### src/rtl/video_timing_pkg.sv
// video_timing_pkg: shared timing defaults, axis helpers, region/state enums and colour-bar constants
package video_timing_pkg;
  localparam int DEF_H_DISP = 800;
  localparam int DEF_H_FP = 56;
  localparam int DEF_H_SYNC = 120;
  localparam int DEF_H_BP = 64;
  localparam int DEF_V_DISP = 600;
  localparam int DEF_V_FP = 37;
  localparam int DEF_V_SYNC = 6;
  localparam int DEF_V_BP = 23;
  localparam int DEF_PREFETCH = 4;
  localparam int DEF_SYNC_POL = 1;
  typedef enum logic [1:0] {R_ACTIVE, R_FP, R_SYNC, R_BP} region_e;
  typedef enum logic {IDLE, RUN} state_e;
  localparam logic [23:0] WHITE = 24'hFFFFFF;
  localparam logic [23:0] YELLOW = 24'hFFFF00;
  localparam logic [23:0] CYAN = 24'h00FFFF;
  localparam logic [23:0] GREEN = 24'h00FF00;
  localparam logic [23:0] MAGENTA = 24'hFF00FF;
  localparam logic [23:0] RED = 24'hFF0000;
  localparam logic [23:0] BLUE = 24'h0000FF;
  localparam logic [23:0] BLACK = 24'h000000;
  localparam logic [7:0][23:0] BAR_RGB = {BLACK, BLUE, RED, MAGENTA, GREEN, CYAN, YELLOW, WHITE};
  function automatic int axis_total(input int disp, input int fp, input int s, input int bp);
    return disp + fp + s + bp;
  endfunction
  function automatic int h_total(input int disp, input int fp, input int s, input int bp);
    return axis_total(disp, fp, s, bp);
  endfunction
  function automatic int v_total(input int disp, input int fp, input int s, input int bp);
    return axis_total(disp, fp, s, bp);
  endfunction
  function automatic logic [23:0] bar_rgb(input logic [2:0] idx);
    return BAR_RGB[idx];
  endfunction
endpackage

### src/rtl/video_timing_ctrl_axis.sv
// timing_axis: one wrapping timing counter (display, front porch, sync, back porch) with region decode
// Ports: clk, rst (sync, active-high), inc (advance one step); cnt (current count),
//   cnt_nxt / region_nxt (value and region after this edge), wrap (count leaves its last value now).
module timing_axis
  import video_timing_pkg::*;
#(
  parameter int W = 11,
  parameter int DISP = 800,
  parameter int FP = 56,
  parameter int SYNC = 120,
  parameter int BP = 64,
  parameter int RST_VAL = 0
) (
  input  logic         clk,
  input  logic         rst,
  input  logic         inc,
  output logic [W-1:0] cnt,
  output logic [W-1:0] cnt_nxt,
  output region_e      region_nxt,
  output logic         wrap
);
  localparam int TOTAL = axis_total(DISP, FP, SYNC, BP);
  localparam logic [W-1:0] LAST = W'(TOTAL - 1);
  localparam logic [W-1:0] END_DISP = W'(DISP);
  localparam logic [W-1:0] END_FP = W'(DISP + FP);
  localparam logic [W-1:0] END_SYNC = W'(DISP + FP + SYNC);
  logic [W-1:0] cnt_q, cnt_d;
  always_comb begin
    wrap = inc && cnt_q == LAST;
    cnt_d = !inc ? cnt_q : wrap ? '0 : cnt_q + W'(1);
    region_nxt = cnt_d < END_DISP ? R_ACTIVE : cnt_d < END_FP ? R_FP : cnt_d < END_SYNC ? R_SYNC : R_BP;
  end
  always_ff @(posedge clk) cnt_q <= rst ? W'(RST_VAL) : cnt_d;
  assign cnt = cnt_q;
  assign cnt_nxt = cnt_d;
endmodule

### src/rtl/video_timing_ctrl.sv
// video_timing_ctrl: 800x600@72 video timing generator with pixel prefetch and frame-safe start/stop
// Ports: clk (50 MHz pixel clock), rst (sync, active-high), enable (run request);
//   running, hsync/vsync (SYNC_POL level), active, blank, x/y position, line_start, frame_start,
//   pixel_req (pixel PREFETCH cycles ahead is active), pattern_rgb (colour bars).
// Colour-bar test pattern is built only when VIDEO_TIMING_TEST_PATTERN_EN is defined; otherwise pattern_rgb is 0.
module video_timing_ctrl
  import video_timing_pkg::*;
#(
  parameter int H_DISP = DEF_H_DISP,
  parameter int H_FP = DEF_H_FP,
  parameter int H_SYNC = DEF_H_SYNC,
  parameter int H_BP = DEF_H_BP,
  parameter int V_DISP = DEF_V_DISP,
  parameter int V_FP = DEF_V_FP,
  parameter int V_SYNC = DEF_V_SYNC,
  parameter int V_BP = DEF_V_BP,
  parameter int PREFETCH = DEF_PREFETCH,
  parameter int SYNC_POL = DEF_SYNC_POL
) (
  input  logic        clk,
  input  logic        rst,
  input  logic        enable,
  output logic        running,
  output logic        hsync,
  output logic        vsync,
  output logic        active,
  output logic        blank,
  output logic [10:0] x,
  output logic [9:0]  y,
  output logic        line_start,
  output logic        frame_start,
  output logic        pixel_req,
  output logic [23:0] pattern_rgb
);
  localparam int H_TOTAL = h_total(H_DISP, H_FP, H_SYNC, H_BP);
  localparam int V_TOTAL = v_total(V_DISP, V_FP, V_SYNC, V_BP);
  localparam logic [10:0] H_LAST = 11'(H_TOTAL - 1);
  localparam logic [10:0] H_ACT = 11'(H_DISP);
  localparam logic [10:0] H_PF = 11'(PREFETCH);
  localparam logic [10:0] H_PF_WRAP = 11'(H_TOTAL - PREFETCH);
  localparam logic [10:0] H_PF_BACK = 11'(PREFETCH - H_TOTAL);
  localparam logic [9:0] V_LAST = 10'(V_TOTAL - 1);
  localparam logic [9:0] V_COMMIT = 10'(V_TOTAL - 2);
  localparam logic [9:0] V_ACT = 10'(V_DISP);
  localparam logic SYNC_ON = SYNC_POL != 0;
  state_e state_q, state_d;
  logic run_d, h_wrap, v_wrap, pf_wrap;
  logic [10:0] h_q, h_d, hp;
  logic [9:0] v_q, v_d, vp;
  region_e h_reg, v_reg;
  logic running_q, hsync_q, vsync_q, active_q, blank_q, line_start_q, frame_start_q, pixel_req_q;
  logic hsync_d, vsync_d, active_d, line_start_d, frame_start_d, pixel_req_d;
  timing_axis #(.W(11), .DISP(H_DISP), .FP(H_FP), .SYNC(H_SYNC), .BP(H_BP), .RST_VAL(0)) u_h (
    .clk(clk), .rst(rst), .inc(state_q == RUN), .cnt(h_q), .cnt_nxt(h_d), .region_nxt(h_reg), .wrap(h_wrap)
  );
  timing_axis #(.W(10), .DISP(V_DISP), .FP(V_FP), .SYNC(V_SYNC), .BP(V_BP), .RST_VAL(V_TOTAL - 1)) u_v (
    .clk(clk), .rst(rst), .inc(h_wrap), .cnt(v_q), .cnt_nxt(v_d), .region_nxt(v_reg), .wrap(v_wrap)
  );
  always_comb begin
    // Stopping is only considered at the end of the second-to-last line, so the counters land on
    // the idle position (0, V_TOTAL-1) and a restart begins on the last back-porch line.
    state_d = state_q == IDLE ? (enable ? RUN : IDLE)
            : (h_q == H_LAST && v_q == V_COMMIT && !enable) ? IDLE : RUN;
    run_d = state_d == RUN;
    // Look PREFETCH pixels ahead of the next position, wrapping into the next line/frame.
    pf_wrap = h_d >= H_PF_WRAP;
    hp = h_d + (pf_wrap ? H_PF_BACK : H_PF);
    vp = !pf_wrap ? v_d : v_d == V_LAST ? '0 : v_d + 10'd1;
    active_d = run_d && h_d < H_ACT && v_d < V_ACT;
    hsync_d = (run_d && h_reg == R_SYNC) == SYNC_ON;
    vsync_d = (run_d && v_reg == R_SYNC) == SYNC_ON;
    line_start_d = run_d && h_d == '0;
    frame_start_d = v_wrap;
    pixel_req_d = run_d && hp < H_ACT && vp < V_ACT;
  end
  always_ff @(posedge clk) begin
    if (rst) begin
      state_q <= IDLE;
      running_q <= 1'b0;
      hsync_q <= !SYNC_ON;
      vsync_q <= !SYNC_ON;
      active_q <= 1'b0;
      blank_q <= 1'b1;
      line_start_q <= 1'b0;
      frame_start_q <= 1'b0;
      pixel_req_q <= 1'b0;
    end else begin
      state_q <= state_d;
      running_q <= run_d;
      hsync_q <= hsync_d;
      vsync_q <= vsync_d;
      active_q <= active_d;
      blank_q <= !active_d;
      line_start_q <= line_start_d;
      frame_start_q <= frame_start_d;
      pixel_req_q <= pixel_req_d;
    end
  end
  assign running = running_q;
  assign hsync = hsync_q;
  assign vsync = vsync_q;
  assign active = active_q;
  assign blank = blank_q;
  assign x = h_q;
  assign y = v_q;
  assign line_start = line_start_q;
  assign frame_start = frame_start_q;
  assign pixel_req = pixel_req_q;
`ifdef VIDEO_TIMING_TEST_PATTERN_EN
  localparam logic [10:0] H_BAR = 11'(H_DISP / 8);
  logic [23:0] pattern_q, pattern_d;
  always_comb pattern_d = active_d ? bar_rgb(3'(h_d / H_BAR)) : '0;
  always_ff @(posedge clk) pattern_q <= rst ? '0 : pattern_d;
  assign pattern_rgb = pattern_q;
`else
  assign pattern_rgb = '0;
`endif
endmodule

### config.mk
export PLATFORM = sky130hd
export DESIGN_NAME = video_timing_ctrl
export DESIGN_NICKNAME = d
export VERILOG_FILES = /design/src/rtl/video_timing_pkg.sv /design/src/rtl/video_timing_ctrl_axis.sv /design/src/rtl/video_timing_ctrl.sv
export SDC_FILE = /design/constraint.sdc
export NUM_CORES = 1
export LEC_CHECK = 0
export ABC_AREA = 1
export ABC_CLOCK_PERIOD_IN_PS = 6800
export BUFFER_PORTS_ARGS = -buffer_cell sky130_fd_sc_hd__buf_2
export CAP_MARGIN = 10
export CORE_MARGIN = 2
export CORE_UTILIZATION = 41
export DETAILED_ROUTE_END_ITERATION = 10
export GPL_TIMING_DRIVEN = 0
export PLACE_DENSITY = 0.74
export SLEW_MARGIN = 20
export SYNTH_ARGS = -nofsm -noshare
export SYNTH_HDL_FRONTEND = slang
export SYNTH_SLANG_ARGS = --single-unit
### constraint.sdc
create_clock -name clk -period 6.8 [get_ports clk]
set_input_delay 0.68 -clock clk [delete_from_list [all_inputs] [get_ports clk]]
set_output_delay 0.68 -clock clk [all_outputs]
set_load 0.1 [all_outputs]
==> summary.md <==
| Metric | Value |
|---|---|
| Status | completed |
| Die H | 82.7 um |
| Growth of design area from synthesis to finish | 18.3% |
| Distinct cell type count of the synthesized netlist | 38 |
| Number of DRC markers in iteration 0 | 168 |
| Number of standard cells after synthesis | 412 |
| Biggest area consumer among synthesized cells | dfxtp_1 |
| Type of the tightest min-delay check | reg -> reg |
| X dimension of the die | 82.7 um |
| Final worst path period share | 48.9% |
| Most frequent cells in the layout | nand2_1, inv_1, nor2_1 |
| Maximum clock path buffer count | 2 |
| Global-route wire length before repair | 10.2 mm |
| Flop and latch count out of synthesis | 29 |
| Primary flip-flop cell chosen by synthesis mapping | dfxtp_1 |
| Setup crit end kind | flip-flop |
| Drt pass-1 iters | 4 |
| Transition time of the tightest slew-check pin | 0.739 ns |
| Fraction of registers with async set/reset | 0% |
| Average vias per placed instance | 4.93 |
| Number of global-route vias before repair | 2,318 |
| Portion of total power attributed to the clock network | 45.2% |
| Top cells by area in the synthesized netlist | dfxtp_1, nand2_1, inv_1, buf_4, nor2_1 |
| Antenna violations before repair | 0 |
| Clock tree from TritonCTS | built |
| Postcts setup bufs | 0 |
| Share of power burned in registers | 35.4% |
| Antenna cell count | 0 |
| Share of synthesized area occupied by flip-flops and latches | 22.8% |
| Starting density of the core | 42.7% |
| Ratio of total power to cell area | 163 mW/mm^2 |
| Final Hold Fails | 0 |
| Average detailed-routed wire length per instance | 11.5 um |
| Most frequent standard cell in the layout excluding fill and tap cells | nand2_1 |
| # IOs | 56 |
| Area inside the core boundary | 0.00596 mm^2 |
| Tightest hold margin | 0.558 ns |
| DRC viols | 0 |
| Total track usage | 19.2% |
| EDFF count, synth | 0 |
| Maximum number of pins on one net before global-route repair | 11 |
| Switching part of the total | 32.5% |
| Element type at the critical path start | flip-flop |
| Final core area utilization | 50.5% |
| Hold-fix buffers at CTS | 0 |
| Die ar. | 0.00685 mm^2 |
| Post-synthesis cell area | 0.00254 mm^2 |
| Final period demand of the worst path | 3.33 ns |
| Tightest slew margin relative to the limit | 50.2% |
| GRT Residual Overflow | 0 |
| Final HPWL DP | 4.90 mm |
| Routed Wire Length | 6.28 mm |
| Setup_tns | 0 ns |
| Clock Tree Root | clkbuf_8 |
| Gate power share | 19.5% |
| Skew final | 0.00572 ns |
| Switching power | 0.000160 W |
| Data arrival time of the critical path | 3.51 ns |
| Number of clock sinks | 29 |
| Peak clock frequency supported by timing | 0.301 GHz |
| Total CTS buffers | 5 |
| Worst-case vdd ir drop | 0.0943 mV |
| Overall via count from detail_route | 2,704 |
| Finished Layout Cells | 548 |
| Path type of the worst setup path | reg -> reg |
| Highest fanout seen on the critical path | 7 |
| Number of placed cells counting well taps | 540 |
| Number of maximum-capacitance constraint violations | 0 |
| Final net count | 485 |
| Quantity of I/O buffers inserted on ports | 30 |
| Insertion delay to the later sink of the worst-skew pair | 0.29 ns |
| Count of yosys warnings during synthesis | 0 |
| Number of levels in the clock H-tree | 2 |
| Pins over their slew limit | 0 |
| Routability congestion estimate | 0.887 |
| Lkg Pwr | 1.65 nW |
| Average cell area after synthesis | 6.17 um^2 |
| Yosys top cell area share | 22.8% |
| # rows | 28 |
| Clock-pin slew of the registers on the worst-case setup and hold paths | 0.07 ns |
| RSZ-0062 raised after global routing | false |
| Final setup fails | 0 |
| Internal cell power | 0.000331 W |
| Critical Path RT | 6.98 ns |
| Count of instances resized after the clock tree is built | 0 |
| Ratio of cells with drive above 1 in the final layout | 20.1% |
| Number of nets with antenna violations after routing | 0 |
worst max-delay path, stage by stage (launching register included):
cell and delay [ns]:
dfxtp_1 0.43, ha_1 0.30, nand2_1 0.13, nor2_1 0.14, nand3_2 0.18, nand2_1 0.20
nand2_1 0.08, nor2_1 0.09, nand2_1 0.09, nand2_2 0.13, inv_1 0.15, ha_1 0.36
nand2_1 0.07, inv_1 0.05, nand2_1 0.07, a21oi_1 0.18, nand3_1 0.10, nand2_1 0.09
xor2_1 0.14, nand2_1 0.06, nor2_1 0.11, nor2_2 0.05
area by class of cell:
| cell class | count | area (um^2) |
|---|---|---|
| well taps | 75 | 93.8 |
| flip-flops and latches | 29 | 581 |
| repair buffers | 30 | 150 |
| multi-input cells | 318 | 1600 |
| inverters | 57 | 219 |
| fillers | 607 | 2950 |
| plain buffers | 31 | 231 |
| clock buffers | 5 | 68.8 |
| clock inverters | 3 | 65.1 |
per-layer routing:
metal / global-route usage, % / vias up / wire, um
met1: 25.4 / 1197 / 2970
met2: 30.8 / 87 / 2770
met5: 0 / - / 0
met4: 8.03 / 0 / 148
met3: 3.26 / 15 / 392
li1: - / 1405 / -
worst paths after layout:
path	startpoint	endpoint	slack [ns]	cells past startpoint
worst max-delay path	u_h.cnt[0]$_SDFF_PP0_	pixel_req$_SDFF_PP0_	3.47	21
worst min register to register	u_v.cnt[1]$_SDFF_PP0_	u_v.cnt[1]$_SDFF_PP0_	0.56	2
worst min-delay path	u_v.cnt[1]$_SDFF_PP0_	u_v.cnt[1]$_SDFF_PP0_	0.56	2
worst max register to register	u_h.cnt[0]$_SDFF_PP0_	pixel_req$_SDFF_PP0_	3.47	21
synthesized netlist by cell type, types with 3 or more instances:
cell type and instances:
nand2_1 107, inv_1 53, nor2_1 48, nand3_1 31, dfxtp_1 29, buf_4 25, nand4_1 19, nor3_1 15
ha_1 10, a21oi_1 9, nand2_2 7, o21ai_0 7, nor2_2 6, nand3_2 5, nand3b_1 5, xor2_1 4
a211oi_1 3
power groups by stage:
stage	combinational, W	sequential, W	clock, W
finish	0.0000956	0.000174	0.000222
global route	0.0000997	0.000174	0.000228
CTS	0.0000951	0.000174	0.000223
detailed placement	0.0000949	0.000178	0
global placement	0.0000949	0.000177	0
floorplan	0.0000766	0.000190	0
metrics by stage:
step           setup slack (ns)  cell area (um^2)  total power (W)
2_1_floorplan              3.17              2630         0.000267
3_3_place_gp               3.59              2870         0.000272
3_5_place_dp               3.51              2870         0.000272
4_1_cts                    3.49              3010         0.000492
5_1_grt                    3.14              3010         0.000501
6_report                   3.47              3010         0.000491
cells by family (layout without fill, tap and decap cells):
| group | Yosys count | count (layout) | share of synthesized area, % |
|---|---|---|---|
| DFF | 29 | 29 | 22.8 |
| buffers and inverters | 88 | 126 | 17.7 |
| xor gates and xnor gates | 5 | 5 | 1.72 |
| adders and majority gates | 10 | 10 | 4.92 |
| other | 1 | 24 | 0.147 |
| AOI/OAI and AO/OA | 28 | 28 | 6.59 |
| and+or+nand+nor | 251 | 251 | 46.1 |
flip-flops by register name (all words and copies together), names as in the netlist:
| signal | flops |
|---|---|
| blank | 1 |
| u_v.cnt | 10 |
| vsync | 1 |
| line_start | 1 |
| running | 1 |
| frame_start | 1 |
| pixel_req | 1 |
| hsync | 1 |
| active | 1 |
| u_h.cnt | 11 |
Power figures use the tool's default switching activity.
